## config.mk

```make
export PLATFORM = sky130hd
export DESIGN_NAME = serial_pattern_tx_flat
export DESIGN_NICKNAME = d
export VERILOG_FILES = /design/src/rtl/serial_pattern_tx_if.sv /design/src/rtl/serial_pattern_tx.sv /design/src/flat_wrapper.sv
export SDC_FILE = /design/constraint.sdc
export NUM_CORES = 1
export LEC_CHECK = 0
export CORE_MARGIN = 10
export CORE_UTILIZATION = 35
export DETAILED_ROUTE_END_ITERATION = 6
export PLACE_DENSITY_LB_ADDON = 0.2
export SLEW_MARGIN = 25
export SYNTH_ARGS = -nofsm -noshare
export SYNTH_HDL_FRONTEND = slang
export SYNTH_SLANG_ARGS = --single-unit
export TNS_END_PERCENT = 5
```

## constraint.sdc

```tcl
create_clock -name clk -period 1.55 [get_ports clk]
set_input_delay 0.31 -clock clk [delete_from_list [all_inputs] [get_ports clk]]
set_output_delay 0.31 -clock clk [all_outputs]
set_load 0.05 [all_outputs]
```

## src/rtl/serial_pattern_tx_if.sv

```systemverilog
// serial_pattern_tx_if: word handshake and serial output bundle for serial_pattern_tx.
interface serial_pattern_tx_if #(parameter int DATA_W = 8);
   logic [DATA_W-1:0] in_data;
   logic              in_valid;
   logic              in_ready;
   logic              tx_bit;
   logic              tx_active;
   logic              frame_done;
   modport master (output in_data, in_valid, input in_ready, tx_bit, tx_active, frame_done);
   modport slave  (input in_data, in_valid, output in_ready, tx_bit, tx_active, frame_done);
endinterface

```

## src/rtl/serial_pattern_tx.sv

```systemverilog
// serial_pattern_tx: sends sync pattern then payload MSB first, one bit per clock.
// Optional even-parity bit after the payload when SERIAL_PATTERN_TX_PARITY_EN is defined.
module serial_pattern_tx #(
   parameter int         DATA_W     = 8,
   parameter int         SYNC_LEN   = 3,
   parameter logic [7:0] SYNC_PAT   = 8'b0000_0101,
   parameter int         GAP_CYCLES = 1
) (
   input logic               clk,
   input logic               rst,
   serial_pattern_tx_if.slave bus
);
   localparam int MAX_SD = (SYNC_LEN > DATA_W) ? SYNC_LEN : DATA_W;
   localparam int MAXC   = (MAX_SD > GAP_CYCLES) ? MAX_SD : GAP_CYCLES;
   localparam int CW     = ($clog2(MAXC + 1) < 3) ? 3 : $clog2(MAXC + 1);

   // Sync pattern reordered so the bit sent in sync cycle k sits at index k.
   function automatic logic [7:0] rev_pat();
      logic [7:0] r;
      r = '0;
      for (int k = 0; k < SYNC_LEN; k++) r[3'(k)] = SYNC_PAT[3'(SYNC_LEN - 1 - k)];
      return r;
   endfunction
   localparam logic [7:0] PAT_R = rev_pat();

`ifdef SERIAL_PATTERN_TX_PARITY_EN
   typedef enum logic [2:0] {IDLE, SYNC, DATA, GAP, PARITY} state_t;
`else
   typedef enum logic [2:0] {IDLE, SYNC, DATA, GAP} state_t;
`endif
   localparam state_t POST = (GAP_CYCLES == 0) ? IDLE : GAP;

   state_t            state_q, state_d;
   logic [CW-1:0]     cnt_q, cnt_d;
   logic [DATA_W-1:0] sh_q, sh_d;
   logic              in_ready_q, in_ready_d;
   logic              tx_bit_q, tx_bit_d;
   logic              tx_active_q, tx_active_d;
   logic              frame_done_q, frame_done_d;
`ifdef SERIAL_PATTERN_TX_PARITY_EN
   logic              par_q, par_d;
`endif

   always_comb begin
      state_d      = state_q;
      cnt_d        = cnt_q;
      sh_d         = sh_q;
      frame_done_d = 1'b0;
`ifdef SERIAL_PATTERN_TX_PARITY_EN
      par_d        = par_q;
`endif
      case (state_q)
         IDLE: if (bus.in_valid && in_ready_q) begin
            state_d = SYNC;
            cnt_d   = '0;
            sh_d    = bus.in_data;
`ifdef SERIAL_PATTERN_TX_PARITY_EN
            par_d   = ^bus.in_data;
`endif
         end
         SYNC: begin
            state_d = (cnt_q == CW'(SYNC_LEN - 1)) ? DATA : SYNC;
            cnt_d   = (cnt_q == CW'(SYNC_LEN - 1)) ? '0 : cnt_q + CW'(1);
         end
         DATA: if (cnt_q == CW'(DATA_W - 1)) begin
            cnt_d = '0;
`ifdef SERIAL_PATTERN_TX_PARITY_EN
            state_d = PARITY;
`else
            state_d      = POST;
            frame_done_d = 1'b1;
`endif
         end else begin
            cnt_d = cnt_q + CW'(1);
            sh_d  = sh_q << 1;
         end
`ifdef SERIAL_PATTERN_TX_PARITY_EN
         PARITY: begin
            state_d      = POST;
            frame_done_d = 1'b1;
         end
`endif
         GAP: begin
            state_d = (cnt_q == CW'(GAP_CYCLES - 1)) ? IDLE : GAP;
            cnt_d   = (cnt_q == CW'(GAP_CYCLES - 1)) ? '0 : cnt_q + CW'(1);
         end
         default: begin
            state_d = IDLE;
            cnt_d   = '0;
            sh_d    = '0;
         end
      endcase
      // Outputs are registered copies of what the next state presents.
      in_ready_d = (state_d == IDLE);
`ifdef SERIAL_PATTERN_TX_PARITY_EN
      tx_active_d = (state_d == SYNC) || (state_d == DATA) || (state_d == PARITY);
      tx_bit_d    = (state_d == SYNC) ? PAT_R[cnt_d[2:0]] :
                    (state_d == DATA) ? sh_d[DATA_W-1] : (state_d == PARITY) && par_d;
`else
      tx_active_d = (state_d == SYNC) || (state_d == DATA);
      tx_bit_d    = (state_d == SYNC) ? PAT_R[cnt_d[2:0]] : (state_d == DATA) && sh_d[DATA_W-1];
`endif
   end

   always_ff @(posedge clk) begin
      if (rst) begin
         state_q      <= IDLE;
         cnt_q        <= '0;
         sh_q         <= '0;
         in_ready_q   <= 1'b1;
         tx_bit_q     <= 1'b0;
         tx_active_q  <= 1'b0;
         frame_done_q <= 1'b0;
`ifdef SERIAL_PATTERN_TX_PARITY_EN
         par_q        <= 1'b0;
`endif
      end else begin
         state_q      <= state_d;
         cnt_q        <= cnt_d;
         sh_q         <= sh_d;
         in_ready_q   <= in_ready_d;
         tx_bit_q     <= tx_bit_d;
         tx_active_q  <= tx_active_d;
         frame_done_q <= frame_done_d;
`ifdef SERIAL_PATTERN_TX_PARITY_EN
         par_q        <= par_d;
`endif
      end
   end

   assign bus.in_ready   = in_ready_q;
   assign bus.tx_bit     = tx_bit_q;
   assign bus.tx_active  = tx_active_q;
   assign bus.frame_done = frame_done_q;
endmodule

```

## src/flat_wrapper.sv

```systemverilog
// flat-port wrapper written by rule: the top's interface ports become plain ports
module serial_pattern_tx_flat 
#(
   parameter int         DATA_W     = 8,
   parameter int         SYNC_LEN   = 3,
   parameter logic [7:0] SYNC_PAT   = 8'b0000_0101,
   parameter int         GAP_CYCLES = 1
)
  (clk, rst, bus_in_data, bus_in_valid, bus_in_ready, bus_tx_bit, bus_tx_active, bus_frame_done);
  serial_pattern_tx_if #(.DATA_W(DATA_W)) bus_i ();
  input logic clk;
  input logic rst;
  input wire logic [$bits(bus_i.in_data)-1:0] bus_in_data;
  input wire logic [$bits(bus_i.in_valid)-1:0] bus_in_valid;
  output wire logic [$bits(bus_i.in_ready)-1:0] bus_in_ready;
  output wire logic [$bits(bus_i.tx_bit)-1:0] bus_tx_bit;
  output wire logic [$bits(bus_i.tx_active)-1:0] bus_tx_active;
  output wire logic [$bits(bus_i.frame_done)-1:0] bus_frame_done;
  assign bus_i.in_data = bus_in_data;
  assign bus_i.in_valid = bus_in_valid;
  assign bus_in_ready = bus_i.in_ready;
  assign bus_tx_bit = bus_i.tx_bit;
  assign bus_tx_active = bus_i.tx_active;
  assign bus_frame_done = bus_i.frame_done;
  serial_pattern_tx #(.DATA_W(DATA_W), .SYNC_LEN(SYNC_LEN), .SYNC_PAT(SYNC_PAT), .GAP_CYCLES(GAP_CYCLES)) u_core (.clk(clk), .rst(rst), .bus(bus_i));
endmodule
```

== After elaboration in Yosys (flattened, before gate mapping) ==
Memories as Yosys holds them, arrays and structs flattened.
Index checks and enable logic that the tools add are counted.

* Register bits: 19
* Bits in latches: 0
* Bits in writable memories: 0
* Memory bits (read-only): 8
* Bits of input ports: 11
* Output and inout port bits: 4
* Word-level logic and storage cells: 48
* Memories: 1

* Add/subtract/negate cells: 1
* Multipliers: 0
* Divide/modulo/power cells: 0
* $lt $le $gt $ge: 1
* Eq/ne operators: 9
* Shift operators: 0
* Multiplexer cells: 16
* Bitwise logic cells: 2
* Reductions and logical operators: 9

{| class="wikitable"
|+ Memories
! name !! depth !! bits a word !! rd ports !! clocked after memory_dff !! write ports !! RTL line !! source
|-
| (name not given) || 8 || 1 || 1 || 0 || 0 || serial_pattern_tx.sv:101 || <nowiki>tx_bit_d = (state_d == SYNC) ? PAT_R[cnt_d[2:0]] : (state_d == DATA) && sh_d[DATA_W-1];</nowiki>
|}

{| class="wikitable"
|+ Operators by type and width
! operator !! count
|-
| 8-bit one-hot mux with 3 select lines || 1
|-
| 4-bit 2-to-1 mux || 4
|-
| 8-bit 2-to-1 mux || 2
|-
| 4-bit one-hot mux with 4 select lines || 1
|-
| 3-bit one-hot mux with 4 select lines || 1
|-
| 3-bit by 2-bit == test with 1-bit output, second input constant || 3
|-
| 3-bit by 1-bit == test with 1-bit output, second input constant || 2
|-
| 3-bit zero test || 2
|-
| 3-bit 2-to-1 mux || 2
|-
| 4-bit by 1-bit adder with 4-bit output, second input constant || 1
|-
| 4-bit by 2-bit == test with 1-bit output, second input constant || 1
|-
| 4-bit by 3-bit == test with 1-bit output, second input constant || 1
|-
| 4-bit zero test || 1
|-
| 3-bit by 4-bit < comparator with 1-bit output, second input constant || 1
|-
| 2-bit 2-to-1 mux || 2
|-
| 2-bit OR reduction || 2
|-
| 1-bit 2-to-1 mux || 3
|-
| 3-bit AND reduction || 1
|-
| 1-bit logical AND || 2
|-
| 2-bit by 1-bit != test with 1-bit output, second input constant || 1
|-
| 2-bit != test, second input constant || 1
|-
| 1-bit inverter || 2
|-
| 1-bit logical OR || 1
|}

== Logic depth before layout (Yosys ltp) ==
Gate-level depths: netlist of run 1.

* Depth in word-level cells: 6
* Gate-level depth with buffers: 7
* Mapped depth without buffers: 7

== Worst setup path after synthesis of run 1 ==
OpenSTA, ideal clock, no wires.

* Path kind: reg-to-reg
* From: register u_core.cnt_q[0]
* To: register u_core.cnt_q[1]
* Setup time: 128 ps
* Arrival time: 1513 ps
* Data required time: 1422 ps
* Setup slack: -90 ps
* Stages on the path, launching flop included: 8
* Buffers on the path: 0
* Period minus slack after synthesis: 1640 ps
* Cell sequence: dfxtp_1 -> inv_1 -> ha_1 -> nor3b_1 -> nor3b_2 -> or3_1 -> a22oi_1 -> nor2_1

* Cells in the longest elaborated chain, start to end: 3
* Elaborated cells between the ends (all ways): 8
* Classes of those cells: add/sub: 1; eq/ne: 2; mux: 4; reduce/logical: 1

{| class="wikitable"
|+ Ends and longest elaborated chain
! item !! RTL line !! source
|-
| from (decl) || serial_pattern_tx.sv:34 || <nowiki>logic [CW-1:0] cnt_q, cnt_d;</nowiki>
|-
| from (signal assigned) || serial_pattern_tx.sv:119 || <nowiki>cnt_q <= cnt_d;</nowiki>
|-
| 4-bit by 1-bit adder with 4-bit output, or another cell as far along || serial_pattern_tx.sv:63, serial_pattern_tx.sv:74, serial_pattern_tx.sv:85 ||
|-
| 4-bit 2-to-1 mux (on tied branches) || serial_pattern_tx.sv:85, serial_pattern_tx.sv:63, serial_pattern_tx.sv:65 ||
|-
| 4-bit one-hot mux with 4 select lines (*) || serial_pattern_tx.sv:52 || <nowiki>case (state_q)</nowiki>
|}

Every way passes the cells marked *; elsewhere a longest branch is shown, timed or not.
A chain may end at the register's enable or synchronous reset.

== Final worst setup path of run 1 ==
* From: register u_core.cnt_q[0]
* To: register u_core.cnt_q[3]

Same word-level chain as after synthesis.

==> flow_summary.yaml, run 1 <==
outcome:
  outcome: "finished with violations"
  violations: "setup timing"
power_and_ir_drop:
  combPwrFrac: 0.172
  p_clk_frac: 0.276
  power.leakage_nw: 0.5773
  p_switching_mw: 0.2462
  max-vdd-ir-drop_mv: 0.5985
  pwr-share-seq: 0.552
  cellPowerDensity_nw_per_um2: 608.6
  switching_share: 0.2641
  p_int_mw: 0.6858
worst_hold_path:
  hold_class: "register to register"
detailed_routing:
  wl_per_cell_um: 15.11
  antenna_left: 0
  drcViolationCount: 0
  vias: 953
  drt-met1-wl_mm: 1.138
  wl_met2_mm: 1.374
  met3_length_um: 159
  drtIter0Drc: 55
  viasPerCell: 5.324
  highest_layer: "met4"
  drt_pass1_iterations: 4
  finalWirelength_mm: 2.705
worst_setup_path:
  crit_type: "register to register"
  critPathMaxFanout: 4
  crit_arrival_ns: 1.82
  end_kind: "register"
  critPathLaunchType: "register"
  required_ns: 1.74
synth:
  syn-num-nets: 117
  ys_types: 44
  syn_area_per_cell_sq_um: 9.742
  syn_inst: 103
  ys_seq_area_frac: 0.3791
  synth_edf_count: 0
  syn_area_sq_um: 1003
  yosysWarnings: 0
  synth_top_flop_cell: "dfxtp_1"
  ys_seq_elements: 19
  async_reset_ff_frac: 0
floorplanning:
  fp.dieArea_sq_um: 5409
  core_area_sq_um: 2758
  start_util: 0.3639
  top_level_ports: 15
  die_y_um: 73.55
  rows: 19
  die_width_um: 73.55
global_route:
  grt_use_total: 0.1031
  grt_pass1_vias: 1015
  grt_max_degree: 12
  grt_pass1_wl_mm: 4.574
  grt_antenna_before_repair: 0
  grt.overflow.total: 0
final_layout:
  area_growth_pct: 52.62
  layout-drive-gt1-share: 0.4662
  seq_area_sq_um: 387.9
  multi_input_area_sq_um: 671.9
  n_antenna_cell: 0
  nFillCells: 261
  nets: 163
  finalInstanceArea_sq_um: 1531
timing:
  whs_ns: 0.5308
  finalSetupTns_ns: -0.2713
  timing.final.max_slew_violations: 0
  setup_slack_ns: -0.08025
  setup_viol_count_final: 6
  rsz0062_at_grt: "yes"
  post-route-period-util: 1.052
  finalHoldViolCount: 0
  max_freq_ghz: 0.6134
  period_needed_ns: 1.630
  skew_ns: 0.008828
placement:
  dpl_cell_area_sq_um: 1381
  place_congestion: 0.7910
  place_ws_ns: -0.3938
  io_buffers: 14
  dp_hpwl_mm: 2.016
clocking:
  cts.reportedPaths.clkPinSlew_ns: 0.11
  clock_sinks: 19
  clock-root-buffer: "clkbuf_4"
  cts_max_level: 1
  clk_path_buf_depth: 2
  clk_latency_ns: 0.30
  cts_buffers: 3
  cts_tree: "built"
job:
  maxCapViolations: 0
==> final timing paths <==
| check | startpoint | end | slack [ns] | cells past startpoint |
|---|---|---|---|---|
| setup / recovery | u_core.cnt_q[0] | u_core.cnt_q[3] | -0.08 | 7 |
| hold / removal | u_core.sh_q[0] | u_core.sh_q[0] | 0.53 | 2 |
| hold reg to reg | u_core.sh_q[0] | u_core.sh_q[0] | 0.53 | 2 |
| setup reg to reg | u_core.cnt_q[0] | u_core.cnt_q[3] | -0.08 | 7 |
==> power by group through the flow <==
stage	registers, mW	logic [mW]	clock network, mW
after floorplan	0.535	0.0680	0
after global placement	0.524	0.146	0
after detailed placement	0.524	0.146	0
after CTS	0.513	0.150	0.270
after global routing	0.517	0.173	0.284
final	0.515	0.160	0.257
==> logic make-up after synthesis <==
logic type                 after synthesis  synth area share
buffers and inverters                    9           0.05611
DFF                                     19            0.3790
other                                    1          0.003737
adders and majority gates                3           0.03741
and+or+nand+nor                         44            0.2818
AOI/OAI and AO/OA                       27            0.2419
==> metrics by stage <==
step,cells,power [mW],util
2_1_floorplan,103,0.6027,-
3_3_place_gp,173,0.6697,0.5009
3_5_place_dp,173,0.6709,0.5009
4_1_cts,178,0.9337,0.5304
5_1_grt,179,0.9740,0.5554
6_report,179,0.9320,0.5554
==> final cells by class <==
| class | instances | share of cell area |
|---|---|---|
| multi-input cells | 75 | 0.4387 |
| repair buffers | 47 | 0.2574 |
| flip-flops and latches | 19 | 0.2533 |
| well taps | 31 | 0.02533 |
| clock buffers | 3 | 0.01471 |
| inverters | 3 | 0.007353 |
| clock inverters | 1 | 0.003268 |
==> layer usage <==
| layer | up-vias | GRT usage |
|---|---|---|
| li1 | 480 | - |
| met1 | 450 | 0.1135 |
| met2 | 19 | 0.1771 |
| met3 | 4 | 0.03365 |
| met4 | 0 | 0.04141 |
| met5 | - | 0 |
==> synthesized netlist by cell type, drive strengths merged, types with 2 or more instances <==
| cell | number | area, sq um |
|---|---|---|
| a21oi | 5 | 25.02 |
| inv | 3 | 11.26 |
| dfxtp | 19 | 380.4 |
| nand2b | 2 | 12.51 |
| nor3b | 3 | 27.52 |
| nor2 | 13 | 48.80 |
| nand3 | 4 | 20.02 |
| nor4 | 4 | 46.29 |
| o21bai | 2 | 18.77 |
| a22oi | 2 | 15.01 |
| nor3 | 6 | 46.30 |
| nor2b | 2 | 20.02 |
| ha | 3 | 37.54 |
| buf | 4 | 37.53 |
| nand2 | 4 | 15.01 |
| clkbuf | 2 | 7.510 |
| a2111oi | 2 | 36.29 |
| a222oi | 6 | 60.06 |
==> sequential cells by signal, indices dropped and copies added, names as in the netlist <==
name and cells:
u_core.bus.frame_done 1, u_core.bus.in_ready 1, u_core.bus.tx_active 1, u_core.bus.tx_bit 1, u_core.cnt_q 4, u_core.sh_q 8
u_core.state_q 3
==> worst max-delay path, stage by stage, from the launching register on <==
cell and delay, ns:
dfxtp_2 0.35, inv_1 0.07, ha_2 0.18, nor3b_4 0.26, nor3b_4 0.10, or3_4 0.40, nand3_1 0.09, a31oi_1 0.08
==> placed cells by master (no fill, tap or decap), types with 2 or more instances in the layout <==
| cell | instances |
|---|---|
| nand3_1 | 4 |
| a21oi_2 | 3 |
| nor4_4 | 3 |
| nand2_1 | 4 |
| nor3_2 | 2 |
| clkbuf_4 | 3 |
| nand2b_1 | 2 |
| a222oi_1 | 6 |
| nor3b_4 | 2 |
| ha_2 | 2 |
| nor3_1 | 3 |
| buf_4 | 35 |
| a21oi_1 | 2 |
| clkdlybuf4s50_1 | 10 |
| inv_1 | 3 |
| dfxtp_2 | 6 |
| dfxtp_1 | 13 |
| nor2_1 | 12 |
==> timing repair <==
action,CTS,global route
pin swaps,4,3
buffers inserted,1,1
resized for setup,12,12
setup endpoints to repair,12,15
hold buffers,0,0
Note: power is estimated with default switching activity, not from simulation.
==> run 2, diff against run 1 <==
--- a/config.mk
+++ b/config.mk
@@ -9,7 +9,7 @@
 export CORE_UTILIZATION = 35
 export DETAILED_ROUTE_END_ITERATION = 6
 export PLACE_DENSITY_LB_ADDON = 0.2
-export SLEW_MARGIN = 25
+export SLEW_MARGIN = 20
 export SYNTH_ARGS = -nofsm -noshare
 export SYNTH_HDL_FRONTEND = slang
 export SYNTH_SLANG_ARGS = --single-unit
==> results of run 2 <==
Same layout as run 1: the final DEF is identical, and so are final timing and power.
==> run 3, diff against run 2 <==
--- a/config.mk
+++ b/config.mk
@@ -5,10 +5,11 @@
 export SDC_FILE = /design/constraint.sdc
 export NUM_CORES = 1
 export LEC_CHECK = 0
-export CORE_MARGIN = 10
+export CORE_MARGIN = 4
 export CORE_UTILIZATION = 35
 export DETAILED_ROUTE_END_ITERATION = 6
-export PLACE_DENSITY_LB_ADDON = 0.2
+export GPL_TIMING_DRIVEN = 0
+export PLACE_DENSITY = 0.67
 export SLEW_MARGIN = 20
 export SYNTH_ARGS = -nofsm -noshare
 export SYNTH_HDL_FRONTEND = slang
==> flow_summary.yaml, run 3 (synthesis results as in run 1) <==
final_layout:
  regMostFlops: "u_core.sh_q"
  layout_common_cells: "dfxtp_1, nor2_1, buf_4"
  largest_reg_flops: 8
  final_common_cell: "dfxtp_1"
  layout-drive-gt1-share: 0.3150
  nets: 142
  area_growth_pct: 37.16
  top_regs: "u_core.sh_q: 8 flops, u_core.cnt_q: 4 flops, u_core.state_q: 3 flops"
  n_antenna_cell: 0
power_and_ir_drop:
  max-vdd-ir-drop_mv: 0.5130
  cellPowerDensity_nw_per_um2: 669.0
  power.leakage_nw: 0.4834
global_route:
  grt_use_total: 0.1287
  grt_antenna_before_repair: 0
  grt.overflow.total: 0
  grt_max_degree: 13
  grt_pass1_wl_mm: 3.622
  grt_pass1_vias: 813
clocking:
  cts.reportedPaths.clkPinSlew_ns: 0.12
  clock-root-buffer: "clkbuf_4"
  clk_path_buf_depth: 2
  clk_latency_ns: 0.31
  cts_tree: "built"
  cts_max_level: 1
  cts_buffers: 3
  clock_sinks: 19
floorplanning:
  start_util: 0.3639
  top_level_ports: 15
  die_y_um: 61.55
  core_area_sq_um: 2758
  rows: 19
  die_width_um: 61.55
  fp.dieArea_sq_um: 3788
placement:
  place_ws_ns: -0.3951
  place_congestion: 0.7752
  io_buffers: 13
  dp_hpwl_mm: 1.616
job:
  maxCapViolations: 0
worst_setup_path:
  critPathLaunchType: "register"
  r2r_start: "u_core.cnt_q[0]"
  end_kind: "register"
  crit_arrival_ns: 1.91
  r2r_setup_slack_ns: -0.12
  crit_type: "register to register"
  cp-startpoint: "u_core.cnt_q[0]"
  required_ns: 1.80
  critPathMaxFanout: 4
worst_hold_path:
  min-delay-start: "rst"
  hold_class: "primary input to register"
outcome:
  outcome: "finished with violations"
  violations: "setup timing"
timing:
  skew_ns: 0.004640
  post-route-period-util: 1.076
  period_needed_ns: 1.668
  whs_ns: 0.3691
  finalHoldViolCount: 0
  setup_slack_ns: -0.1176
  timing.final.max_slew_violations: 0
  rsz0062_at_grt: "yes"
  setup_viol_count_final: 7
  max_freq_ghz: 0.5997
detailed_routing:
  drcViolationCount: 0
  drt_pass1_iterations: 4
  wl_per_cell_um: 14.23
  finalWirelength_mm: 2.248
  drtIter0Drc: 38
  vias: 892
  viasPerCell: 5.646
  antenna_left: 0
## run 3: cell types whose count changed in the layout (fill, tap and decap cells not counted), sizes merged, moves of 2 or more
cell	delta
buf	-26
clkbuf	+2
clkdlybuf4s50	-2
dlygate4sd2	+3
## run 3: path summary, 6_finish.rpt
| check | cells after the start | endpoint |
|---|---|---|
| hold reg to reg | 2 | u_core.sh_q[5] |
| setup / recovery | 7 | u_core.bus.tx_bit |
| hold / removal | 2 | u_core.cnt_q[3] |
| setup reg to reg | 7 | u_core.bus.tx_bit |
## run 3: cell type report
type	instances	area, sq um
Clock buffer	3	22.52
Inverter	3	13.76
Fill cell	257	1381
Buffer	6	45.04
Clock inverter	1	7.507
Tap cell	31	38.79
Multi-Input combinational cell	75	676.9
Timing Repair Buffer	20	181.4
Sequential cell	19	390.4
## run 3: timing repair
action / in CTS / in global routing
resized for setup: 14 / 16
pin swaps: 5 / 12
buffers inserted: 0 / 7
endpoints found under the setup margin: 16 / 15
hold buffers: 0 / 0
## run 3: layer usage
metal,vias to the layer above,global-route usage,share of wire,wire length [um]
met3,0,0.04822,0.060,134
met2,22,0.2227,0.53,1188
met4,0,0.01818,0,0
met1,429,0.1551,0.41,926
met5,-,0,0,0
li1,441,-,-,-
## run 3: through the flow
stage,instances,cell area [sq um],total power [mW],setup TNS (ns),utilization
final,158,1376,0.9208,-0.4140,0.4991
after detailed placement,147,1181,0.6493,-4.338,0.4283
after CTS,151,1241,0.9215,-0.9085,0.4501
after global routing,158,1376,0.9581,-1.414,0.4991
after floorplan,103,1012,0.6027,-0.009219,-
after global placement,147,1181,0.6470,-3.771,0.4283
## run 3: power by group
part / leakage (nW) / internal [mW] / switching, mW / total [mW]
Combinational: 0.314 / 0.0678 / 0.0676 / 0.135
Clock: 0.0139 / 0.0984 / 0.176 / 0.274
Sequential: 0.156 / 0.499 / 0.0121 / 0.511
Total: 0.483 / 0.665 / 0.256 / 0.921
## run 3: worst max-delay path, stage by stage, from the launching register on
cell and delay [ns]:
dfxtp_4 0.40, inv_4 0.05, ha_4 0.15, nor3b_4 0.16, nor3b_4 0.36, o311a_1 0.24, o211ai_1 0.11, a21oi_1 0.14
